<file path="src/rtl/id_probe.sv">
// id_probe: native-bus initiator that enumerates peripherals by reading the
// ID word of slots 0..N_SLOTS-1. Each slot either answers within TIMEOUT
// request cycles or is recorded as absent. Results stay readable until the
// next accepted start.
module id_probe #(
    parameter int DATA_W  = 32,
    parameter int ADDR_W  = 4,
    parameter int N_SLOTS = 4,
    parameter int TIMEOUT = 15,
    localparam int RES_W  = (N_SLOTS > 1) ? $clog2(N_SLOTS) : 1,
    localparam int NP_W   = $clog2(N_SLOTS + 1)
) (
    input  logic               clk,
    input  logic               rst,
    input  logic               start,
    output logic               busy,
    output logic               done,
    output logic               m_valid,
    output logic [ADDR_W-1:0]  m_address,
    output logic               m_wstrb,
    input  logic [DATA_W-1:0]  m_rdata,
    input  logic               m_ready,
    input  logic [RES_W-1:0]   res_idx,
    output logic [DATA_W-1:0]  res_data,
    output logic [N_SLOTS-1:0] present,
    output logic [NP_W-1:0]    n_present
);

    typedef enum logic [1:0] {
        S_IDLE,
        S_REQ,
        S_GAP,
        S_FIN
    } state_t;

    localparam logic [ADDR_W-1:0] LAST_SLOT = ADDR_W'(N_SLOTS - 1);
    localparam logic [ADDR_W-1:0] SLOT_ONE  = ADDR_W'(1);
    localparam logic [7:0]        TO_LAST   = 8'(TIMEOUT - 1);
    localparam logic [7:0]        CNT_ONE   = 8'd1;
    localparam logic [NP_W-1:0]   NP_ONE    = NP_W'(1);

    state_t             r_state;
    logic               r_busy;
    logic               r_done;
    logic               r_valid;
    logic [ADDR_W-1:0]  r_slot;
    logic [7:0]         r_cnt;
    logic [DATA_W-1:0]  r_result [N_SLOTS];
    logic [N_SLOTS-1:0] r_present;
    logic [NP_W-1:0]    r_n_present;

    logic [RES_W-1:0]   w_slot_idx;
    logic [DATA_W-1:0]  w_res_tab [2**RES_W];

    // The slot counter never exceeds N_SLOTS-1, so its low bits index the result array.
    assign w_slot_idx = r_slot[RES_W-1:0];

    // Scan sequencer: one request per slot, a one-cycle idle gap between slots
    // so that the responder's held ready can never be mistaken for a new answer.
    always_ff @(posedge clk or posedge rst) begin
        if (rst) begin
            r_state     <= S_IDLE;
            r_busy      <= 1'b0;
            r_done      <= 1'b0;
            r_valid     <= 1'b0;
            r_slot      <= '0;
            r_cnt       <= '0;
            r_present   <= '0;
            r_n_present <= '0;
            // NOTE: the result store is cleared by reset because an absent slot must
            // read back as zero; a plain data buffer would normally not be reset.
            for (int i = 0; i < N_SLOTS; i++) begin
                r_result[i] <= '0;
            end
        end else begin
            // NOTE: every state register uses non-blocking assignment so all of them
            // see the same pre-edge values regardless of statement order.
            r_done <= 1'b0;
            case (r_state)
                S_IDLE: begin
                    if (start) begin
                        r_state     <= S_REQ;
                        r_busy      <= 1'b1;
                        r_valid     <= 1'b1;
                        r_slot      <= '0;
                        r_cnt       <= '0;
                        r_present   <= '0;
                        r_n_present <= '0;
                        for (int i = 0; i < N_SLOTS; i++) begin
                            r_result[i] <= '0;
                        end
                    end
                end
                S_REQ: begin
                    r_cnt <= r_cnt + CNT_ONE;
                    // An answer in the last allowed cycle still wins over the timeout.
                    if (m_ready) begin
                        r_result[w_slot_idx]  <= m_rdata;
                        r_present[w_slot_idx] <= 1'b1;
                        r_n_present           <= r_n_present + NP_ONE;
                        r_valid               <= 1'b0;
                        r_state               <= S_GAP;
                    end else if (r_cnt == TO_LAST) begin
                        r_result[w_slot_idx]  <= '0;
                        r_present[w_slot_idx] <= 1'b0;
                        r_valid               <= 1'b0;
                        r_state               <= S_GAP;
                    end
                end
                S_GAP: begin
                    r_cnt <= '0;
                    if (r_slot == LAST_SLOT) begin
                        r_done  <= 1'b1;
                        r_state <= S_FIN;
                    end else begin
                        r_slot  <= r_slot + SLOT_ONE;
                        r_valid <= 1'b1;
                        r_state <= S_REQ;
                    end
                end
                S_FIN: begin
                    r_busy  <= 1'b0;
                    r_state <= S_IDLE;
                end
                default: begin
                    r_state <= S_IDLE;
                    r_busy  <= 1'b0;
                    r_valid <= 1'b0;
                end
            endcase
        end
    end

    // Read-back table padded to a power of two; selects past the last slot return zero.
    genvar g;
    generate
        for (g = 0; g < 2**RES_W; g++) begin : g_tab
            if (g < N_SLOTS) begin : g_slot
                assign w_res_tab[g] = r_result[g];
            end else begin : g_pad
                assign w_res_tab[g] = '0;
            end
        end
    endgenerate

    assign res_data  = w_res_tab[res_idx];
    assign busy      = r_busy;
    assign done      = r_done;
    assign m_valid   = r_valid;
    assign m_address = r_slot;
    assign m_wstrb   = 1'b0;
    assign present   = r_present;
    assign n_present = r_n_present;

endmodule

</file>
<file path="config.mk">
export PLATFORM = sky130hd
export DESIGN_NAME = id_probe
export DESIGN_NICKNAME = d
export VERILOG_FILES = /design/src/rtl/id_probe.sv
export SDC_FILE = /design/constraint.sdc
export NUM_CORES = 1
export LEC_CHECK = 0
export CAP_MARGIN = 15
export CORE_UTILIZATION = 57
export DETAILED_ROUTE_END_ITERATION = 8
export PLACE_DENSITY = 0.81
export SETUP_SLACK_MARGIN = 0.5
export SYNTH_ARGS = -nofsm -noshare
export SYNTH_HDL_FRONTEND = slang
export SYNTH_SLANG_ARGS = --single-unit
</file>
<file path="constraint.sdc">
create_clock -name clk -period 6.4 [get_ports clk]
set_clock_uncertainty 0.05 [all_clocks]
set_input_delay 1.28 -clock clk [delete_from_list [all_inputs] [get_ports clk]]
set_output_delay 1.28 -clock clk [all_outputs]
set_load 0.05 [all_outputs]
</file>
==> key figures, run 1 <==
Clock network
  – Maximum clock path buffer count: 2
  – Skew-Pair Late Insertion Delay: 0.43 ns
  – Number of hold buffers added after CTS: 0
  – Total setup buffers inserted after CTS: 0
  – TritonCTS Buffers: 17
  – Clock sink total: 152
  – CTS clock-pin slew for the worst setup and hold paths: 0.06 ns
  – Max H-tree Level: 4
  – CTS-repair resized insts: 0
  – TritonCTS clock tree: done
  – CTS root buf: clkbuf_16

Yosys
  – Main synth FF type: dfrtp_1
  – Synth Instances: 757
  – Cell accounting for the most synthesized area: dfrtp_1
  – Post-synth net total: 802
  – Number of flops mapped to enable cells by yosys: 0
  – Cell Area, Synth: 0.00792 mm2
  – Async S/R FF share, synth: 1.00
  – Yosys warns: 0
  – Avg Inst Size Synth: 10.5 um2
  – Synth unique cells: 48
  – Seq/Total Area, Yosys: 0.480
  – Top cell type's share of synthesized area: 0.480
  – Top cells by area, synth: dfrtp_1 48%, a32oi_1 14%, mux4_2 9.1%
  – Yosys reg bits: 152

Final layout
  – Antenna diodes: 0
  – Syn-to-layout area delta: 16.8%
  – Nets: 832
  – Share of cells above drive strength 1: 0.106

Timing
  – Count of final hold-check violations: 0
  – Final setup viols: 0
  – Final min period: 4.65 ns
  – Max Freq: 0.215 GHz
  – Slew HR: 0.243
  – Final max-slew violation count: 0
  – Crit share post-route: 0.726
  – Hold_ws: 0.472 ns
  – Setup TNS: 0 ns
  – RSZ-0062 raised after global routing: no
  – Worst Setup Slack, final: 1.75 ns
  – Least-Margin Pin Slew: 1.14 ns

GRT
  – Number of global-route vias before repair: 6,618
  – Total GRT Usage: 0.310
  – Grt ovf: 0
  – Global routing usage on met2: 0.488
  – First-pass GRT wire length: 34,400 um
  – GR peak layer: met2
  – Pin count of the biggest net entering global routing: 113
  – Initial antenna violation count: 1
  – Global Route met1 Usage: 0.414
  – GR Util met3: 0.0689

Critical path
  – CP top delay family: buffers and inverters
  – WS Path Type: input port to output port
  – Crit start category: input port
  – CP max-delay cell: clkdlybuf4s50_1
  – Worst path bufs/invs: 2
  – Slowest stage delay, CP: 0.72 ns
  – CP max FO: 32
  – WP data arrival: 3.32 ns
  – Worst Setup End Kind: output port
  – CP cell instances: buf_2 -> mux4_2 -> clkdlybuf4s50_1
  – Critical Path RT: 5.07 ns

Detailed routing
  – Initial DRC Count: 954
  – Post-route ant nets: 0
  – Vias/cell: 6.98
  – Vias: 6,808
  – Initial DRT Pass Iterations: 6
  – Drt drc: 0
  – Routed wire length: 21,100 um
  – WL/cell: 21.6 um

Power
  – Pwr dens: 549 mW/mm2
  – Peak supply drop: 323 uV
  – Power Total: 0.00508 W
  – Leak: 3.73 nW

Floorplanning
  – Initial Utilization: 0.591
  – # IOs: 85
  – Floorplan Core Area: 0.0134 mm2
  – Die H: 120 um
  – Row cnt: 42
  – Die area: 0.0144 mm2
  – DIE WIDTH: 120 um

Placed design
  – HPWL after detailed placement: 12,100 um
  – Gpl congestion: 0.880
  – I/O Buffers: 83
  – Post-Place Setup Slack: 1.53 ns

Job
  – Max Cap Viol: 0

Worst hold path
  – Hold crit path type: flip-flop to flip-flop

Outcome
  – Outcome: completed
[worst paths after layout]
path | endpoint | slack (ns) | start | cells after the start
max in group asynchronous | r_state[0] | 3.73 | rst | 3
min in group asynchronous | n_present[0] | 1.37 | rst | 2
setup / recovery | res_data[18] | 1.75 | res_idx[1] | 3
hold reg to reg | busy | 0.47 | busy | 1
setup reg to reg | r_result[43] | 3.31 | r_cnt[4] | 4
hold / removal | busy | 0.47 | busy | 1
[per-layer routing]
metal	up-vias	share of wire
met2	375	0.49
met5	-	0.00062
met3	53	0.077
met4	2	0.023
li1	3001	-
met1	3377	0.41
[power breakdown]
group	internal, W	leakage (nW)	switching [W]
combinational	0.000897	1.66	0.00130
clock	0.000619	0.285	0.000400
sequential	0.00143	1.79	0.000433
total	0.00294	3.73	0.00214
[synth_stat cells, types with 2 or more instances]
| master | count |
|---|---|
| buf_2 | 19 |
| nor2_1 | 3 |
| o2bb2ai_1 | 2 |
| inv_1 | 9 |
| a31oi_1 | 2 |
| buf_1 | 11 |
| nor3_1 | 2 |
| a21oi_1 | 3 |
| nand2b_1 | 5 |
| nand3b_1 | 5 |
| a32oi_1 | 128 |
| buf_6 | 10 |
| and4b_1 | 4 |
| a41oi_1 | 2 |
| o31ai_1 | 3 |
| nor3b_1 | 2 |
| o311ai_0 | 5 |
| o21ai_0 | 113 |
| nand2_1 | 134 |
| clkbuf_1 | 40 |
| xnor2_1 | 3 |
| a22o_1 | 2 |
| o211ai_1 | 2 |
| mux4_2 | 32 |
| dfrtp_1 | 152 |
| o21ai_1 | 22 |
| nand3_1 | 10 |
| or2_2 | 2 |
| clkbuf_2 | 4 |
| ha_1 | 7 |
| and2_1 | 2 |
[worst reg2reg max path: stages, from the launching register on]
cell,delay (ns)
dfrtp_1,0.43
or4_4,0.61
o21bai_4,0.73
buf_4,0.78
o21ai_0,0.33
[state kept, by name (all words and copies together), names as in the netlist]
signal	flops
n_present	3
busy	1
r_state	2
r_result	128
m_address	4
m_valid	1
present	4
r_cnt	8
done	1
[logic make-up after synthesis]
family,after synthesis,synth area share
fa+ha+maj,7,0.0111
other cells,1,0.000473
compound gates,289,0.254
xor+xnor,3,0.00332
simple gates,178,0.101
flops,152,0.480
mux,33,0.0923
buf+inv,94,0.0581
[cell usage in the layout, fill, tap and decap left out, drive strengths merged, types with 4 or more instances in the layout]
master / Yosys / final
a32oi: 128 / 128
and4b: 4 / 4
buf: 41 / 15
clkbuf: 44 / 19
clkdlybuf4s50: 0 / 81
clkinv: 0 / 6
clkinvlp: 0 / 4
dfrtp: 152 / 152
ha: 7 / 7
inv: 9 / 9
mux4: 32 / 32
nand2: 134 / 134
nand2b: 5 / 5
nand3: 10 / 10
nand3b: 5 / 5
o21ai: 135 / 135
o311ai: 5 / 5
[stage by stage]
| step | instance area [um2] | instances | utilization |
|---|---|---|---|
| after floorplan | 7920 | 757 | - |
| after global placement | 8630 | 943 | 0.644 |
| after detailed placement | 8630 | 943 | 0.644 |
| after CTS | 9230 | 975 | 0.689 |
| after global routing | 9250 | 976 | 0.690 |
| final | 9250 | 976 | 0.690 |
[area by class of cell]
type	instances	area, um2
Sequential cell	152	3800
Fill cell	994	4150
Inverter	9	38.8
Clock inverter	13	154
Multi-Input combinational cell	511	3660
Tap cell	176	220
Timing Repair Buffer	96	931
Clock buffer	19	443
(Power assumes the default switching activity.)
==> run 2, diff against run 1 <==
clock period = 4.5 ns   (was 6.4 ns; I/O delays follow)
==> key figures, run 2 (same netlist as run 1, synthesis figures left out) <==
Outcome
  – Outcome: completed

GRT
  – Number of global-route vias before repair: 6,633
  – First-pass GRT wire length: 34,300 um
  – Total GRT Usage: 0.307
  – Grt ovf: 0
  – Pin count of the biggest net entering global routing: 98
  – Initial antenna violation count: 1

Clock network
  – Maximum clock path buffer count: 2
  – Clock sink total: 152
  – CTS-repair resized insts: 0
  – TritonCTS clock tree: done
  – CTS root buf: clkbuf_16
  – Skew-Pair Late Insertion Delay: 0.43 ns
  – Max H-tree Level: 4
  – CTS clock-pin slew for the worst setup and hold paths: 0.06 ns
  – TritonCTS Buffers: 17
  – Number of hold buffers added after CTS: 0
  – Total setup buffers inserted after CTS: 0

Floorplanning
  – # IOs: 85
  – Row cnt: 42
  – DIE WIDTH: 120 um
  – Die area: 0.0144 mm2
  – Floorplan Core Area: 0.0134 mm2
  – Initial Utilization: 0.591
  – Die H: 120 um

Detailed routing
  – Vias: 6,878
  – Drt drc: 0
  – Post-route ant nets: 0
  – Initial DRC Count: 1,109
  – Initial DRT Pass Iterations: 5
  – WL/cell: 21.7 um
  – Routed wire length: 21,200 um
  – Vias/cell: 7.03

Worst hold path
  – Hold Path Sink: r_cnt[6]
  – Hold Path Stages: 1
  – Hold crit path type: flip-flop to flip-flop
  – Hold path startpoint: r_cnt[6]

Timing
  – Max Freq: 0.266 GHz
  – Crit share post-route: 0.835
  – Setup TNS: 0 ns
  – Least-Margin Pin Slew: 1.18 ns
  – Final min period: 3.76 ns
  – Final setup viols: 0
  – Slew HR: 0.212
  – Worst Setup Slack, final: 0.741 ns
  – RSZ-0062 raised after global routing: no
  – Final max-slew violation count: 0
  – Count of final hold-check violations: 0

Final layout
  – Nets: 835
  – Syn-to-layout area delta: 17.6%
  – Max reg flops: 128
  – Storage cell area: 0.00380 mm2
  – Area of the multi-input gates: 0.00366 mm2
  – Largest regs: r_result x128, r_cnt x8
  – Commonest non-fill, non-tap cell in the layout: dfrtp_1
  – FILL cells: 979
  – Commonest non-fill, non-tap cells in the layout: 152 x dfrtp_1, 134 x nand2_1, 128 x a32oi_1
  – Largest Register: r_result
  – Antenna diodes: 0
  – Share of cells above drive strength 1: 0.108

Critical path
  – Worst path bufs/invs: 3
  – WP data arrival: 2.81 ns
  – CP max-delay cell: clkdlybuf4s50_1
  – CP max FO: 18
  – R2R Path Start: r_state[0]
  – Worst Setup End Kind: output port
  – R2R setup slack: 1.84 ns
  – CP top delay family: buffers and inverters
  – Slowest stage delay, CP: 0.71 ns
  – WS Path Type: input port to output port
  – Worst setup path startpoint: res_idx[1]
  – R2R cell count: 4
  – Crit start category: input port
  – Critical Path RT: 3.55 ns
  – CP cell instances: buf_2 -> buf_4 -> mux4_2 -> clkdlybuf4s50_1
  – Reg-to-reg endpoint: present[0]

Placed design
  – I/O Buffers: 83
  – Gpl congestion: 0.822
  – HPWL after detailed placement: 12,400 um
  – Post-Place Setup Slack: 0.765 ns

Job
  – Max Cap Viol: 0

Power
  – Peak supply drop: 390 uV
  – Leak: 3.77 nW
  – Pwr dens: 772 mW/mm2
[run 2: worst max-delay path by stage]
stage / endpoint / slack (ns) / depth (start not counted)
final: res_data[7] / 0.74 / 4
after detailed placement: res_data[7] / 0.77 / 4
after global routing: res_data[7] / 0.71 / 4
after CTS: res_data[7] / 0.77 / 4
after global placement: res_data[1] / 0.83 / 4
after floorplan: res_data[10] / 1.44 / 3
[run 2: where the power goes]
group / switching, W / internal [W]
registers: 0.000608 / 0.00203
clock network: 0.000542 / 0.000851
logic: 0.00186 / 0.00129
[run 2: per-layer routing]
layer / vias up / global-route usage / routed length, um
li1: 3003 / - / -
met1: 3429 / 0.424 / 8580
met2: 407 / 0.486 / 10500
met3: 37 / 0.0651 / 1830
met4: 2 / 0.103 / 292
met5: - / 0 / 13
[run 2: area by class of cell]
class	count	share of cell area
flip-flops and latches	152	0.409
clock inverters	10	0.0108
repair buffers	99	0.109
inverters	9	0.00403
clock buffers	22	0.0509
multi-input cells	511	0.393
well taps	176	0.0237
[run 2: metrics by stage]
stage / hold slack (ns) / std cells / instance area (um2) / utilization / power [W]
finish: 0.465 / 979 / 9310 / 0.695 / 0.00718
global route: 0.493 / 979 / 9310 / 0.695 / 0.00758
CTS: 0.468 / 979 / 9310 / 0.695 / 0.00716
detailed placement: 0.452 / 947 / 8740 / 0.652 / 0.00574
global placement: 0.449 / 947 / 8740 / 0.652 / 0.00553
floorplan: 0.427 / 757 / 7920 / - / 0.00478
